--- config.mk ---
export PLATFORM = sky130hd
export DESIGN_NAME = sad_min_tracker
export DESIGN_NICKNAME = d
export VERILOG_FILES = /design/src/rtl/sad_min_tracker.sv
export SDC_FILE = /design/constraint.sdc
export NUM_CORES = 1
export LEC_CHECK = 0
export BUFFER_PORTS_ARGS = -buffer_cell sky130_fd_sc_hd__clkbuf_2
export CORE_AREA = 2 2 159 161
export CTS_CLUSTER_DIAMETER = 100
export DETAILED_ROUTE_END_ITERATION = 6
export DIE_AREA = 0 0 161 163
export SLEW_MARGIN = 20
export SYNTH_ARGS = -nofsm -noshare
export SYNTH_HDL_FRONTEND = slang
export SYNTH_SLANG_ARGS = --single-unit
--- constraint.sdc ---
create_clock -name clk -period 12.2 [get_ports clk]
set_input_delay 2.44 -clock clk [delete_from_list [all_inputs] [get_ports clk]]
set_output_delay 2.44 -clock clk [all_outputs]
set_load 0.005 [all_outputs]
--- src/rtl/sad_min_tracker.sv ---
// Streaming minimum-SAD selector. Each input beat carries LANES candidate SADs.
// Stage S1 reduces a beat to its smallest unmasked lane. Stage S2 folds that
// per-beat winner into a running best over a search framed by first/last. The
// result holds until downstream accepts it.
module sad_min_tracker #(
    parameter int SAD_W = 14,
    parameter int LANES = 5,
    parameter int IDX_W = 10
) (
    input  logic                   clk,
    input  logic                   rst,
    input  logic                   in_valid,
    output logic                   in_ready,
    input  logic                   in_first,
    input  logic                   in_last,
    input  logic [LANES*SAD_W-1:0] in_sad_vec,
    input  logic [LANES-1:0]       in_lane_mask,
    output logic                   out_valid,
    input  logic                   out_ready,
    output logic [SAD_W-1:0]       out_sad,
    output logic [IDX_W-1:0]       out_index,
    output logic                   out_none,
    output logic                   out_ovf
);

    localparam int LANE_W = (LANES > 1) ? $clog2(LANES) : 1;
    // beat_num is one bit wider than the index and saturates, so an
    // overflowing index is still detected however long the search runs.
    localparam int BN_W   = IDX_W + 1;
    localparam int CAND_W = 2 * IDX_W + 2;

    // S1 pipeline register: per-beat winner
    logic              s1_valid;
    logic [SAD_W-1:0]  s1_min;
    logic [LANE_W-1:0] s1_lane;
    logic              s1_any;
    logic              s1_first;
    logic              s1_last;
    logic [BN_W-1:0]   s1_beat;
    logic [BN_W-1:0]   beat_num;

    // S2 running best of the current search
    logic              acc_valid;
    logic [SAD_W-1:0]  acc_sad;
    logic [IDX_W-1:0]  acc_idx;
    logic              acc_any;
    logic              acc_ovf;

    logic              stall;
    logic              accept;
    logic              fold;

    logic [SAD_W-1:0]  red_min;
    logic [LANE_W-1:0] red_lane;
    logic              red_any;

    logic [CAND_W-1:0] cand;
    logic              cand_ovf;
    logic [SAD_W-1:0]  new_sad;
    logic [IDX_W-1:0]  new_idx;
    logic              new_any;
    logic              new_ovf;

    assign stall    = out_valid && !out_ready;
    assign in_ready = !s1_valid || !stall;
    assign accept   = in_valid && in_ready;
    assign fold     = s1_valid && !stall;

    assign cand     = CAND_W'(s1_beat) * CAND_W'(LANES) + CAND_W'(s1_lane);
    assign cand_ovf = |cand[CAND_W-1:IDX_W];

    // Beat reduce: smallest unmasked lane, strict compare keeps the lowest lane on ties.
    always_comb begin
        // NOTE: every variable gets a default before the loop so no latch is inferred.
        red_min  = '1;
        red_lane = '0;
        red_any  = 1'b0;
        for (int k = 0; k < LANES; k++) begin
            if (in_lane_mask[k] && (!red_any || in_sad_vec[k*SAD_W +: SAD_W] < red_min)) begin
                red_min  = in_sad_vec[k*SAD_W +: SAD_W];
                red_lane = LANE_W'(k);
                red_any  = 1'b1;
            end
        end
    end

    // Fold: a first beat or an empty accumulator replaces the best; otherwise strict improvement only.
    always_comb begin
        new_sad = acc_sad;
        new_idx = acc_idx;
        new_any = acc_any;
        new_ovf = acc_ovf || (s1_any && cand_ovf);
        if (s1_first || !acc_valid) begin
            new_sad = s1_min;
            new_idx = s1_any ? cand[IDX_W-1:0] : '0;
            new_any = s1_any;
            new_ovf = s1_any && cand_ovf;
        end else if (s1_any && (!acc_any || s1_min < acc_sad)) begin
            new_sad = s1_min;
            new_idx = cand[IDX_W-1:0];
            new_any = 1'b1;
        end
    end

    // S1 register and beat counter: load on handshake, hold while stalled.
    always_ff @(posedge clk) begin
        // NOTE: sequential state uses non-blocking assignments so every register samples pre-edge values.
        if (rst) begin
            s1_valid <= 1'b0;
            s1_min   <= '0;
            s1_lane  <= '0;
            s1_any   <= 1'b0;
            s1_first <= 1'b0;
            s1_last  <= 1'b0;
            s1_beat  <= '0;
            beat_num <= '0;
        end else if (accept) begin
            s1_valid <= 1'b1;
            s1_min   <= red_min;
            s1_lane  <= red_lane;
            s1_any   <= red_any;
            s1_first <= in_first;
            s1_last  <= in_last;
            if (in_first) begin
                s1_beat  <= '0;
                beat_num <= in_last ? '0 : BN_W'(1);
            end else begin
                s1_beat  <= beat_num;
                beat_num <= in_last ? '0 :
                            (beat_num == '1) ? beat_num : beat_num + 1'b1;
            end
        end else if (!stall) begin
            s1_valid <= 1'b0;
        end
    end

    // S2 accumulator and result registers: the last beat's fold publishes and empties the accumulator.
    always_ff @(posedge clk) begin
        // NOTE: datapath registers are reset too, so outputs read 0 straight after reset.
        if (rst) begin
            acc_valid <= 1'b0;
            acc_sad   <= '0;
            acc_idx   <= '0;
            acc_any   <= 1'b0;
            acc_ovf   <= 1'b0;
            out_valid <= 1'b0;
            out_sad   <= '0;
            out_index <= '0;
            out_none  <= 1'b0;
            out_ovf   <= 1'b0;
        end else begin
            if (fold && s1_last) begin
                acc_valid <= 1'b0;
                acc_any   <= 1'b0;
                acc_ovf   <= 1'b0;
                out_valid <= 1'b1;
                out_sad   <= new_sad;
                out_index <= new_idx;
                out_none  <= !new_any;
                out_ovf   <= new_ovf;
            end else begin
                if (fold) begin
                    acc_valid <= 1'b1;
                    acc_sad   <= new_sad;
                    acc_idx   <= new_idx;
                    acc_any   <= new_any;
                    acc_ovf   <= new_ovf;
                end
                if (out_ready) begin
                    out_valid <= 1'b0;
                end
            end
        end
    end

endmodule

Word-level counts from Yosys, hierarchy flattened
Cells that the tools add are included.
{"block": "word_totals", "word_cells": 94, "out_inout_bits": 28, "inputBits": 81, "register_bits": 97}
{"block": "classes", "bitwise": 1, "eq_ne": 3, "mux": 31, "mul": 1, "magnitude_cmp": 5, "n_addsub": 2, "reduce_logical": 33}
{"operator": "2-to-1 mux 14 bit", "n": 7}
{"operator": "less-than comparator 14 bit", "n": 5}
{"operator": "2-to-1 mux 11 bit", "n": 4}
{"operator": "2-to-1 mux 10 bit", "n": 3}
{"operator": "adder 14 x 3 -> 15 bit", "n": 1}
{"operator": "multiplier 11 x 3 -> 14 bit (second input constant)", "n": 1}
{"operator": "2-to-1 mux 1 bit", "n": 14}
{"operator": "OR reduction 12 bit", "n": 1}
{"operator": "adder 11 x 1 -> 11 bit (second input constant)", "n": 1}
{"operator": "== test 11 bit (second input constant)", "n": 1}
{"operator": "logical AND 1 bit", "n": 10}
{"operator": "zero test 1 bit", "n": 10}
{"operator": "2-to-1 mux 3 bit", "n": 3}
{"operator": "logical OR 1 bit", "n": 8}
{"operator": "AND reduction 2 bit", "n": 2}
{"operator": "!= test 3 bit (second input constant)", "n": 1}
{"operator": "!= test 2 x 1 -> 1 bit (second input constant)", "n": 1}
{"operator": "nonzero test 2 bit", "n": 1}
{"operator": "OR reduction 2 bit", "n": 1}
{"operator": "inverter 1 bit", "n": 1}

Depth between registers and ports, before layout
{"block": "depth", "depth_word": 17, "mapped_depth": 42, "depth_no_buf": 36}

Worst setup path after synthesis
Ideal clock, no wire load.
{"block": "synth_path", "kind": "input -> register", "from": "in in_lane_mask[0]", "to": "reg s1_min[12]", "path_slack_ns": 2.135, "required_ns": 12.085, "setup_time_ns": 0.115, "arrival_ns": 9.950, "n_path_buf": 6, "stages": 40, "cell_sequence": "inv_1 clkbuf_1 nor2_1 ha_1 nand4_1 a2111oi_4 a211o_1 buf_1 a21oi_1 a21oi_1 inv_1 ha_1 o211ai_1 nor3_1 o21ai_0 or3_1 o311a_1 buf_6 [4 not listed] nor4_1 nand3b_1 nor2_1 o21ai_0 o211ai_2 buf_4 mux2i_1 inv_1 ha_1 or4_1 o2111ai_1 and3_1 nor3b_1 o311ai_1 o21ai_2 nor3_4 buf_4 a21bo_2"}
{"block": "synth_via", "elab_chain_len": 17, "word_cells_on_any_way": 25, "classes_between": "4 x order compare; 9 x mux; 12 x reduce/logical"}
{"element": "start, declared", "line_no": "17", "text": "input logic [LANES-1:0] in_lane_mask,"}
{"element": "2-to-1 mux 14 bit or 2-to-1 mux 1 bit (tied branches)", "line_no": "79", "text": "if (in_lane_mask[k] && (!red_any || in_sad_vec[k*SAD_W +: SAD_W] < red_min)) begin"}
{"element": "less-than comparator 14 bit or zero test 1 bit (tied branches)", "line_no": "79"}
{"element": "logical OR 1 bit", "line_no": "79"}
{"element": "logical AND 1 bit", "line_no": "79"}
{"element": "2-to-1 mux 14 bit or 2-to-1 mux 1 bit (tied branches)", "line_no": "79"}
{"element": "less-than comparator 14 bit or zero test 1 bit (tied branches)", "line_no": "79"}
{"element": "logical OR 1 bit", "line_no": "79"}
{"element": "logical AND 1 bit", "line_no": "79"}
{"element": "2-to-1 mux 14 bit or 2-to-1 mux 1 bit (tied branches)", "line_no": "79"}
{"element": "less-than comparator 14 bit or zero test 1 bit (tied branches)", "line_no": "79"}
{"element": "logical OR 1 bit", "line_no": "79"}
{"element": "logical AND 1 bit", "line_no": "79"}
{"element": "2-to-1 mux 14 bit or 2-to-1 mux 1 bit (tied branches)", "line_no": "79"}
{"element": "less-than comparator 14 bit or zero test 1 bit (tied branches)", "line_no": "79"}
{"element": "logical OR 1 bit", "line_no": "79"}
{"element": "logical AND 1 bit", "line_no": "79"}
{"element": "2-to-1 mux 14 bit *", "line_no": "79"}
{"element": "end signal, assigned", "line_no": "119", "text": "s1_min <= red_min;"}
{"element": "end, declared", "line_no": "34", "text": "logic [SAD_W-1:0] s1_min;"}
Every way passes the cells marked *; elsewhere a longest branch is shown, timed or not.
A chain may end at the register's enable or synchronous reset.

Worst setup path in the final report
{"block": "layout_path", "from": "in in_lane_mask[0]", "to": "reg s1_min[6]"}
The elaborated chain is that of the path after synthesis.

==> flow_metrics.env <==
export IMPL_critPathSlowestCell="a21oi_2"
export IMPL_antenna_found_initial=6
export IMPL_power_frac_seq_pct=38.6
export IMPL_dr_pass1_iters=5
export IMPL_grt_pass1_vias=5666
export IMPL_placedCellCount=1240
export IMPL_path_clk_slew_ps=70
export IMPL_leakagePower_nw=4.01
export IMPL_htreeDepth=3
export IMPL_avgSynthCellArea_sq_um=8.35
export IMPL_die_h_microns=163
export IMPL_clkPwrFrac_pct=36.2
export IMPL_layout_drive_gt1_share_pct=16.7
export IMPL_vdd_drop_max_mv=0.0641
export IMPL_synth_warnings=0
export IMPL_yosysTopAreaCell="dfxtp_1"
export IMPL_setup_tns_ps=0
export IMPL_final_util_pct=33.1
export IMPL_nNetsFinal=1099
export IMPL_ys_seq_elements=97
export IMPL_critPathMostFrequentCell="ha_1"
export IMPL_cts_buffers=9
export IMPL_cts_sinks=97
export IMPL_crit_fanout=15
export IMPL_post_cts_setup_buffer_count=0
export IMPL_maxSlewViolCount=0
export IMPL_place_ws_ps=476
export IMPL_syn_to_final_growth_pct=17.1
export IMPL_p_comb_share_pct=25.2
export IMPL_period_needed_ps=11040
export IMPL_path_class="in2reg"
export IMPL_ios=109
export IMPL_gp_congestion=0.874
export IMPL_grt_max_degree=47
export IMPL_fin_ws_ps=1160
export IMPL_synth_edf_count=0
export IMPL_p_switching_mw=0.261
export IMPL_vias=6246
export IMPL_syn_cell_area_sq_um=6980
export IMPL_vias_per_cell=4.96
export IMPL_arrival_ps=11320
export IMPL_gr_total_overflow=0
export IMPL_postSynth_asyncResetShare_pct=0
export IMPL_drt_iter0_drc=369
export IMPL_ctsResizeCount=0
export IMPL_cap_viol_max_count=0
export IMPL_hold_buffers=0
export IMPL_ys_flop_type="dfxtp_1"
export IMPL_final_cells=1260
export IMPL_cp_start_kind="input port"
export IMPL_rsz0062_at_grt="false"
export IMPL_fp_row_count=58
export IMPL_syn_nets=1014
export IMPL_cpPeakStageDelay_ps=530
export IMPL_syn_inst=836
export IMPL_synth_area_leaders="dfxtp_1, ha_1, a21oi_1"
export IMPL_synth_top_area_share_pct=27.8
export IMPL_p_total_mw=0.892
export IMPL_fin_crit_sh_pct=90.5
export IMPL_fmax_mhz=90.6
export IMPL_post_drt_wl_per_cell_microns=14.3
export IMPL_cp_buffers_inverters=6
export IMPL_cp_end_kind="flip-flop"
export IMPL_synth_seq_area_share_pct=27.8
export IMPL_cts_max_path_buffers=2
export IMPL_synth_distinct_cells=66
export IMPL_ant_nets=0
export IMPL_initial_utilization_pct=28.3
export IMPL_wl_microns=18000
export IMPL_drc=0
export IMPL_crit_required_ps=12490
export IMPL_grt_total_usage_pct=13.7
export IMPL_power_density_nw_per_um2=109
export IMPL_worstHoldPathType="reg2reg"
export IMPL_cp_top_family="compound AO/OA/AOI/OAI gates"
export IMPL_cellInternalPower_mw=0.631
export IMPL_post_dp_hpwl_microns=14400
export IMPL_status="finished, final reports clean"
export IMPL_fp_dieW_microns=161
export IMPL_fp_dieArea_sq_um=26200
export IMPL_fp_coreArea_sq_um=24700
export IMPL_skew_ps=8.51
export IMPL_netSwitchingFraction_pct=29.3
export IMPL_clkLatencyLatePin_ps=340
export IMPL_setup_viol=0
export IMPL_grt_pass1_wl_microns=29200
export IMPL_finalHoldViolations=0
export IMPL_cts_tree="built"
export IMPL_slew_headroom_pct=34.2
export IMPL_port_buffers=108
export IMPL_worst_pin_slew_ps=987
export IMPL_cts_root_buf="clkbuf_16"
## state kept, by name, summed over array words and instances, names as in the netlist, 3 cells and up
register,count
out_index,10
s1_min,14
acc_idx,10
s1_lane,3
out_sad,14
s1_beat,11
beat_num,11
acc_sad,14
## layer usage
metal  GRT usage [%]  routed length (microns)  up-vias
li1                -                        -     3211
met1            19.2                     8940     2854
met2            21.0                     7670      155
met3            3.34                     1130       22
met4            3.53                      263        4
met5               0                       26        -
## synthesized netlist by cell type (7+ instances only)
cell / instances
nor2_1: 83
and3_1: 35
nand2_1: 32
ha_1: 96
dfxtp_1: 97
nand2b_1: 11
mux2i_1: 47
a21oi_1: 95
inv_1: 70
nor3_1: 8
a32oi_1: 13
a211oi_1: 7
a21bo_1: 8
a32o_1: 10
mux2i_2: 8
o21ai_0: 62
nand4_1: 9
clkbuf_1: 32
a221oi_1: 11
nor3b_1: 7
a21o_1: 7
## cell families after synthesis
kind of cell	synth area share, %
muxes	8.32
adders and majority gates	17.5
DFF	27.8
xor gates and xnor gates	0.879
AOI/OAI and AO/OA	23.7
buffers and inverters	6.31
and+or+nand+nor	15.4
## cells in the final DEF (no fill, tap or decap), types with 3 or more instances in the layout
| cell type | n |
|---|---|
| buf_4 | 7 |
| and3_1 | 35 |
| nor3b_1 | 7 |
| and2_1 | 4 |
| clkbuf_16 | 9 |
| xnor2_1 | 5 |
| nor2_1 | 83 |
| a21bo_2 | 6 |
| nor2b_1 | 6 |
| ha_1 | 96 |
| inv_1 | 70 |
| nand2_1 | 32 |
| a21o_1 | 7 |
| mux2i_2 | 8 |
| nand3_1 | 4 |
| mux2i_1 | 47 |
| or3_1 | 3 |
| a32oi_1 | 13 |
| o2111ai_1 | 3 |
| diode_2 | 4 |
| nor3_1 | 7 |
| o21ai_0 | 62 |
| a32o_1 | 10 |
| nand4_1 | 9 |
| a211oi_1 | 7 |
| bufinv_16 | 3 |
| dfxtp_1 | 97 |
| clkbuf_2 | 108 |
| a221oi_1 | 11 |
| nor4_1 | 3 |
| a21bo_1 | 8 |
| a21oi_1 | 95 |
| nand2b_1 | 11 |
## power groups by stage
stage | clock network, mW | logic, mW | registers [mW]
floorplan | 0 | 0.162 | 0.346
finish | 0.323 | 0.224 | 0.344
global route | 0.341 | 0.254 | 0.346
global placement | 0 | 0.220 | 0.351
detailed placement | 0 | 0.223 | 0.351
CTS | 0.330 | 0.225 | 0.344
## stage by stage
stage | hold WS [ps] | cell area, sq um
after global placement | 446 | 7810
after CTS | 469 | 8150
after floorplan | 437 | 6980
final | 467 | 8170
after detailed placement | 456 | 7810
after global routing | 477 | 8160
## final cells by class
class / count / area (sq um)
Fill cell: 2644 / 16500
Clock buffer: 11 / 243
Antenna cell: 4 / 10.0
Multi-Input combinational cell: 628 / 4600
Sequential cell: 97 / 1940
Clock inverter: 5 / 103
Timing Repair Buffer: 115 / 593
Inverter: 70 / 263
Tap cell: 330 / 413
## worst register-to-register path, cell delays in order, from the launching register on
cell and delay, ps:
dfxtp_1 330, ha_1 290, ha_1 300, inv_1 60, fa_1 460, nor2b_1 110, o21ai_0 100, a21boi_0 250
o21ai_0 140, a21boi_0 300, o22ai_1 160, xnor2_1 180, a221oi_1 320, nor2_1 80
## worst paths after layout
path              slack, ps  depth (start not counted)            start           end
hold reg to reg         470                          1       acc_idx[6]    acc_idx[6]
setup reg to reg       9000                         13       s1_beat[0]  out_index[9]
hold / removal          470                          1       acc_idx[6]    acc_idx[6]
setup / recovery       1160                         35  in_lane_mask[0]     s1_min[6]
Note: power is estimated with default switching activity, not from simulation.
